## src/rtl/multicycle_control_fsm.sv

```systemverilog
// Multicycle control sequencer for an RV32I core.
// Fetches into the IR, strobes the immediate latch, then steps EXEC / MEM / WB
// one phase per state. A per-phase memory-wait timeout and an illegal-opcode
// check both lead to a terminal TRAP state that only reset can leave.
module multicycle_control_fsm #(
  parameter int INST_WIDTH  = 32,
  parameter int OPCODE      = 7,
  parameter int MEM_TIMEOUT = 16
) (
  input  logic                  clk_i,
  input  logic                  rst_ni,
  output logic                  imem_req_o,
  input  logic                  imem_rvalid_i,
  input  logic [INST_WIDTH-1:0] imem_rdata_i,
  output logic                  dmem_req_o,
  output logic                  dmem_we_o,
  input  logic                  dmem_rvalid_i,
  input  logic                  branch_taken_i,
  output logic [INST_WIDTH-1:0] ir_o,
  output logic [OPCODE-1:0]     opcode_o,
  output logic                  imm_we_o,
  output logic                  alu_we_o,
  output logic                  alu_src_a_o,
  output logic                  alu_src_b_o,
  output logic                  rf_we_o,
  output logic [1:0]            wb_sel_o,
  output logic                  pc_we_o,
  output logic [1:0]            pc_sel_o,
  output logic                  retire_o,
  output logic                  trap_o,
  output logic                  illegal_o
);

  // Timeout counter must be able to hold MEM_TIMEOUT itself; keep at least one bit
  // so the design still elaborates when the timeout is disabled.
  localparam int CNT_W = (MEM_TIMEOUT > 0) ? $clog2(MEM_TIMEOUT + 1) : 1;
  localparam logic [CNT_W-1:0] CNT_MAX = '1;

  localparam logic [OPCODE-1:0] OP_LUI    = OPCODE'(7'b0110111);
  localparam logic [OPCODE-1:0] OP_AUIPC  = OPCODE'(7'b0010111);
  localparam logic [OPCODE-1:0] OP_JAL    = OPCODE'(7'b1101111);
  localparam logic [OPCODE-1:0] OP_JALR   = OPCODE'(7'b1100111);
  localparam logic [OPCODE-1:0] OP_BRANCH = OPCODE'(7'b1100011);
  localparam logic [OPCODE-1:0] OP_LOAD   = OPCODE'(7'b0000011);
  localparam logic [OPCODE-1:0] OP_STORE  = OPCODE'(7'b0100011);
  localparam logic [OPCODE-1:0] OP_ALUI   = OPCODE'(7'b0010011);
  localparam logic [OPCODE-1:0] OP_ALU    = OPCODE'(7'b0110011);

  // IR reset value is ADDI x0,x0,0 (canonical NOP).
  localparam logic [INST_WIDTH-1:0] IR_RESET = INST_WIDTH'(32'h0000_0013);

  typedef enum logic [2:0] {
    S_BOOT   = 3'd0,
    S_FETCH  = 3'd1,
    S_DECODE = 3'd2,
    S_EXEC   = 3'd3,
    S_MEM    = 3'd4,
    S_WB     = 3'd5,
    S_TRAP   = 3'd7
  } state_e;

  state_e                  state_q, state_d;
  logic [INST_WIDTH-1:0]   ir_q, ir_d;
  logic [CNT_W-1:0]        cnt_q, cnt_d;
  logic                    illegal_q, illegal_d;

  logic [OPCODE-1:0] op;
  logic is_lui, is_auipc, is_jal, is_jalr, is_branch;
  logic is_load, is_store, is_alui, is_alu, is_legal;
  logic waiting, expire;

  assign op        = ir_q[OPCODE-1:0];
  assign is_lui    = (op == OP_LUI);
  assign is_auipc  = (op == OP_AUIPC);
  assign is_jal    = (op == OP_JAL);
  assign is_jalr   = (op == OP_JALR);
  assign is_branch = (op == OP_BRANCH);
  assign is_load   = (op == OP_LOAD);
  assign is_store  = (op == OP_STORE);
  assign is_alui   = (op == OP_ALUI);
  assign is_alu    = (op == OP_ALU);
  assign is_legal  = is_lui | is_auipc | is_jal | is_jalr | is_branch |
                     is_load | is_store | is_alui | is_alu;

  // A wait cycle is a FETCH/MEM cycle whose memory has not answered yet.
  assign waiting = ((state_q == S_FETCH) && !imem_rvalid_i) ||
                   ((state_q == S_MEM)   && !dmem_rvalid_i);

  // Expiry fires on the MEM_TIMEOUT-th consecutive wait cycle; a valid in that
  // same cycle is not a wait cycle, so the normal transition wins.
  assign expire = (MEM_TIMEOUT != 0) && ((int'(cnt_q) + 1) >= MEM_TIMEOUT);

  // State, IR, wait counter and illegal flag registers.
  always_ff @(posedge clk_i or negedge rst_ni) begin
    if (!rst_ni) begin
      state_q   <= S_BOOT;
      ir_q      <= IR_RESET;
      cnt_q     <= '0;
      illegal_q <= 1'b0;
    end else begin
      state_q   <= state_d;
      ir_q      <= ir_d;
      cnt_q     <= cnt_d;
      illegal_q <= illegal_d;
    end
  end

  // Next-state logic, IR capture and saturating wait counter.
  always_comb begin
    state_d   = state_q;
    ir_d      = ir_q;
    illegal_d = illegal_q;
    cnt_d     = '0;
    if (waiting) begin
      cnt_d = (cnt_q == CNT_MAX) ? cnt_q : cnt_q + 1'b1;
    end
    case (state_q)
      S_BOOT:   state_d = S_FETCH;
      S_FETCH: begin
        if (imem_rvalid_i) begin
          ir_d    = imem_rdata_i;
          state_d = S_DECODE;
        end else if (expire) begin
          state_d = S_TRAP;
        end
      end
      S_DECODE: begin
        if (is_legal) begin
          state_d = S_EXEC;
        end else begin
          state_d   = S_TRAP;
          illegal_d = 1'b1;
        end
      end
      S_EXEC: begin
        if (is_load || is_store) state_d = S_MEM;
        else if (is_branch)      state_d = S_FETCH;
        else                     state_d = S_WB;
      end
      S_MEM: begin
        if (dmem_rvalid_i) state_d = is_load ? S_WB : S_FETCH;
        else if (expire)   state_d = S_TRAP;
      end
      S_WB:     state_d = S_FETCH;
      S_TRAP:   state_d = S_TRAP;
      default:  state_d = S_TRAP;
    endcase
  end

  // Datapath strobes decoded from the current state and opcode. Branch taken and
  // store completion qualify the PC strobe so the PC advances exactly once.
  always_comb begin
    imem_req_o  = 1'b0;
    dmem_req_o  = 1'b0;
    dmem_we_o   = 1'b0;
    imm_we_o    = 1'b0;
    alu_we_o    = 1'b0;
    alu_src_a_o = 1'b0;
    alu_src_b_o = 1'b0;
    rf_we_o     = 1'b0;
    wb_sel_o    = 2'd0;
    pc_we_o     = 1'b0;
    pc_sel_o    = 2'd0;
    case (state_q)
      S_FETCH:  imem_req_o = 1'b1;
      S_DECODE: imm_we_o   = 1'b1;
      S_EXEC: begin
        alu_we_o    = 1'b1;
        alu_src_a_o = is_auipc;
        alu_src_b_o = is_alui | is_load | is_store | is_jalr | is_auipc;
        if (is_branch) begin
          pc_we_o  = 1'b1;
          pc_sel_o = branch_taken_i ? 2'd1 : 2'd0;
        end
      end
      S_MEM: begin
        dmem_req_o = 1'b1;
        dmem_we_o  = is_store;
        pc_we_o    = is_store & dmem_rvalid_i;
      end
      S_WB: begin
        rf_we_o = 1'b1;
        pc_we_o = 1'b1;
        if (is_load)                wb_sel_o = 2'd1;
        else if (is_jal || is_jalr) wb_sel_o = 2'd2;
        else if (is_lui)            wb_sel_o = 2'd3;
        if (is_jal)                 pc_sel_o = 2'd1;
        else if (is_jalr)           pc_sel_o = 2'd2;
      end
      default: ;
    endcase
  end

  assign retire_o  = pc_we_o;
  assign trap_o    = (state_q == S_TRAP);
  assign illegal_o = illegal_q;
  assign ir_o      = ir_q;
  assign opcode_o  = op;

endmodule

```

## config.mk

```make
export PLATFORM = sky130hd
export DESIGN_NAME = multicycle_control_fsm
export DESIGN_NICKNAME = d
export VERILOG_FILES = /design/src/rtl/multicycle_control_fsm.sv
export SDC_FILE = /design/constraint.sdc
export NUM_CORES = 1
export LEC_CHECK = 0
export BUFFER_PORTS_ARGS = -buffer_cell sky130_fd_sc_hd__buf_4
export CORE_MARGIN = 8
export CORE_UTILIZATION = 50
export DETAILED_ROUTE_END_ITERATION = 16
export GPL_TIMING_DRIVEN = 1
export PLACE_DENSITY_LB_ADDON = 0.25
export SLEW_MARGIN = 30
export SYNTH_ARGS = -nofsm -noshare
export SYNTH_HDL_FRONTEND = slang
export SYNTH_SLANG_ARGS = --single-unit
```

## constraint.sdc

```tcl
create_clock -name clk_i -period 4.85 [get_ports clk_i]
set_input_delay 1.2125 -clock clk_i [delete_from_list [all_inputs] [get_ports clk_i]]
set_output_delay 1.2125 -clock clk_i [all_outputs]
set_load 0.05 [all_outputs]
```

==> results <==
- The flow ran to the end, and the final reports show no timing, DRC or antenna violations.
- The number of max-slew violations in the final report is 0.
- The quantity of gates resized following cts is 0.
- Setup violations remaining at the end of the flow were counted as 0.
- The global-route wire length before repair is about 7900 um.
- The critical path in this run is classified as register to output port.
- Based on the critical path, the design can be clocked at up to ~0.31 GHz.
- Clock latency on the worst-skew pair, taken at its later pin, is 290 ps.
- The number of hold-slack violations in the final timing report is 0.
- At the end of routability-driven placement, the weighted congestion stood at 0.772.
- The worst setup path is captured at an output port.
- The synthesized netlist contains slightly above 40 unique library cells.
- In the routed design, unresolved DRC markers number 0.
- The largest total area in the synthesized netlist belongs to dfrtp_1.
- The worst-margin pin slew is between 500 and 600 ps.
- Summing over every cut layer, the via total after detailed routing is approximately 1500.
- The number of cell rows is 23.
- The via density per instance is 5.14.
- The pin count of the biggest net entering global routing is between 40 and 50.
- After detailed routing, the total wire length is slightly below 5000 um.
- During synthesis, Yosys emitted a total of 0 warnings.
- The nature of the critical path startpoint is a register.
- The HPWL after detailed placement is around 3700 um.
- Dividing the detail-routed wire length by the instance count gives between 15 and 20 um.
- The area of the die is approximately 6300 sq um.
- The share of the Yosys chip area taken by registers is 0.509.
- TritonCTS built the clock tree.
- Clock-pin slew was measured on the worst setup and hold paths at about 80 ps.
- Setup repair after global routing left no endpoint under its margin.
- The number of nets handed over by synthesis was 208.
- The die is around 80 um tall.
- The number of input and output port buffers inserted is 91.
- The accumulated negative setup slack is 0 ps.
- In this run the tightest slew margin relative to its limit is 0.639.
- The net total in the final layout is 288.
- Of all nets on the critical path, the largest fanout is 13.
- The mean post-synth cell area is ~12 sq um.
- The tree is rooted in a clkbuf_8.
- The clock period minus final worst setup slack is about 3200 ps.
- The growth of design area from synthesis to finish is 35.0%.
- The cell count after synthesis is 169.
- The longest clock path from root to sink contains 2 buffers.
- The portion of synthesized cell area occupied by the leading cell type is 0.470.
- The first detailed-routing pass ran for 4 iterations.
- For this design the top-level I/O count stands at 92.
- For this design, the CTS-stage hold fixing added 0 buffers.
- The initial antenna violation count is 0.
- The clock arrives with between 8 and 9 ps of skew.
- The number of register bits inferred by synthesis is just over 40.
- The classification of the worst-slack hold path is register to register.
- For the worst setup path, the data required time is ~3600 ps.
- Once layout is complete, the cells apart from fillers number 300.
- Of the cells placed in the final design, the portion with a size suffix greater than 1 is 0.544.
- The cell total after placement is a little under 300.
- The combined area of all synthesized cells is 2020 sq um.
- In the post-synthesis netlist, the biggest area contributors are dfrtp_1 47%, mux2_2 17%, dfstp_2 3.9%, buf_4 3.0%, buf_6 2.2%.
- For this block, the initial DRC count from the detailed router was 69.
- The portion of the clock cycle consumed by the worst path in the final layout is 0.666.
- The remaining antenna violation count is 0.
- The overflow left after global routing is 0.
- The number of global-route vias before repair is between 1500 and 2000.
- The initial utilization of the core area, before any placement, comes to 0.513.
- For this run, the total global-route usage over all layers was measured as 0.157.
- After clock tree synthesis, the setup repair step added 0 buffers.
- The repair_antennas step left the layout with diodes totalling 0.
- The count of max-cap constraint violations is 0.
- Buffers inserted during clock tree synthesis total 5.
- The number of sinks driven by the clock tree is around 40.
- The data arrival time of the critical path is between 2000 and 2500 ps.
- The region available for standard cell placement spans between 3000 and 4000 sq um.
- The clock tree synthesis step divided the H-tree into 2 levels.
- Measured along the x axis, the die boundary spans roughly 80 um.
cell usage in the layout, fill, tap and decap left out, types with 2 or more instances in the layout:
cell type / instances
a21oi_1: 3
and3_1: 3
and3b_1: 2
buf_4: 91
clkbuf_1: 2
clkbuf_8: 6
dfrtp_1: 38
dfstp_2: 3
ha_1: 2
mux2_2: 30
mux2_4: 2
mux2i_1: 4
nand2_1: 6
nand2b_1: 3
nand3_1: 4
nand4_1: 3
nor2_1: 12
nor3b_1: 6
nor4_1: 2
o21ai_0: 5
or3_1: 2
xor2_1: 2
worst paths after layout:
| kind | from | end | slack [ps] | cells after the start |
|---|---|---|---|---|
| worst max-delay path | ir_o[2] | pc_sel_o[0] | 1620 | 5 |
| worst min-delay path | illegal_o | illegal_o | 480 | 1 |
| worst max register to register | cnt_q[0] | state_q[2] | 3080 | 6 |
| worst min register to register | illegal_o | illegal_o | 480 | 1 |
| max in group asynchronous | rst_ni | ir_o[1] | 3600 | 1 |
| min in group asynchronous | rst_ni | ir_o[5] | 880 | 1 |
layout make-up:
cell class	count	area, sq um
well taps	50	62.6
clock buffers	8	90.1
fillers	293	1210
repair buffers	91	683
flip-flops and latches	41	1030
multi-input cells	109	862
inverters	1	3.75
flip-flops by register name, summed over array words and instances (netlist names):
name       cells
ir_o          32
cnt_q          5
state_q        3
illegal_o      1
metrics by stage:
step           area, sq um  worst slack, ps  hold slack [ps]  utilization
2_1_floorplan         2020              502              510            -
3_3_place_gp          2640             1800              456        0.670
3_5_place_dp          2640             1800              457        0.670
4_1_cts               2730             1610              479        0.693
5_1_grt               2730             1480              521        0.693
6_report              2730             1620              483        0.693
layer usage:
metal / GRT usage / vias up / share of wire / routed length, um
met5: 0 / - / 0 / 0
met4: 0.0556 / 0 / 0.013 / 65
met3: 0.0935 / 5 / 0.13 / 625
met2: 0.228 / 59 / 0.45 / 2150
met1: 0.186 / 725 / 0.41 / 1990
li1: - / 752 / - / -
cells in the mapped netlist, drive strengths merged:
| cell type | count |
|---|---|
| and4b | 1 |
| o2111ai | 1 |
| o21ai | 5 |
| o2111a | 1 |
| a31oi | 1 |
| nor4 | 2 |
| and2 | 1 |
| nand2 | 7 |
| nor2b | 1 |
| or3b | 1 |
| nand2b | 3 |
| clkbuf | 6 |
| a21o | 1 |
| ha | 2 |
| mux2 | 32 |
| inv | 1 |
| a31o | 1 |
| or3 | 2 |
| o22ai | 1 |
| a21boi | 1 |
| mux2i | 4 |
| o211ai | 1 |
| and3b | 2 |
| nand4b | 1 |
| nand4 | 3 |
| dfstp | 3 |
| and3 | 3 |
| nand3 | 4 |
| a22oi | 1 |
| a21oi | 3 |
| xor2 | 2 |
| nor3 | 1 |
| buf | 12 |
| xnor2 | 1 |
| nor3b | 6 |
| nor2 | 13 |
| dfrtp | 38 |
worst max-delay path, cell delays in order, from the launching register on:
cell and delay [ps]:
dfrtp_1 540, nand3_1 130, or3_1 350, or3b_1 360, a21oi_1 130, buf_4 210
logic make-up after synthesis:
logic type               share of synthesized area
AO/OA/AOI/OAI                               0.0550
XOR/XNOR                                    0.0130
adder cells (fa/ha/maj)                     0.0124
buffers and inverters                       0.0649
flip-flops                                   0.509
multiplexers                                 0.202
AND/OR/NAND/NOR                              0.144
Power is left out: the tool's default activity adds up to more than one toggle a clock period on the data nets, which glitch-free logic cannot reach.
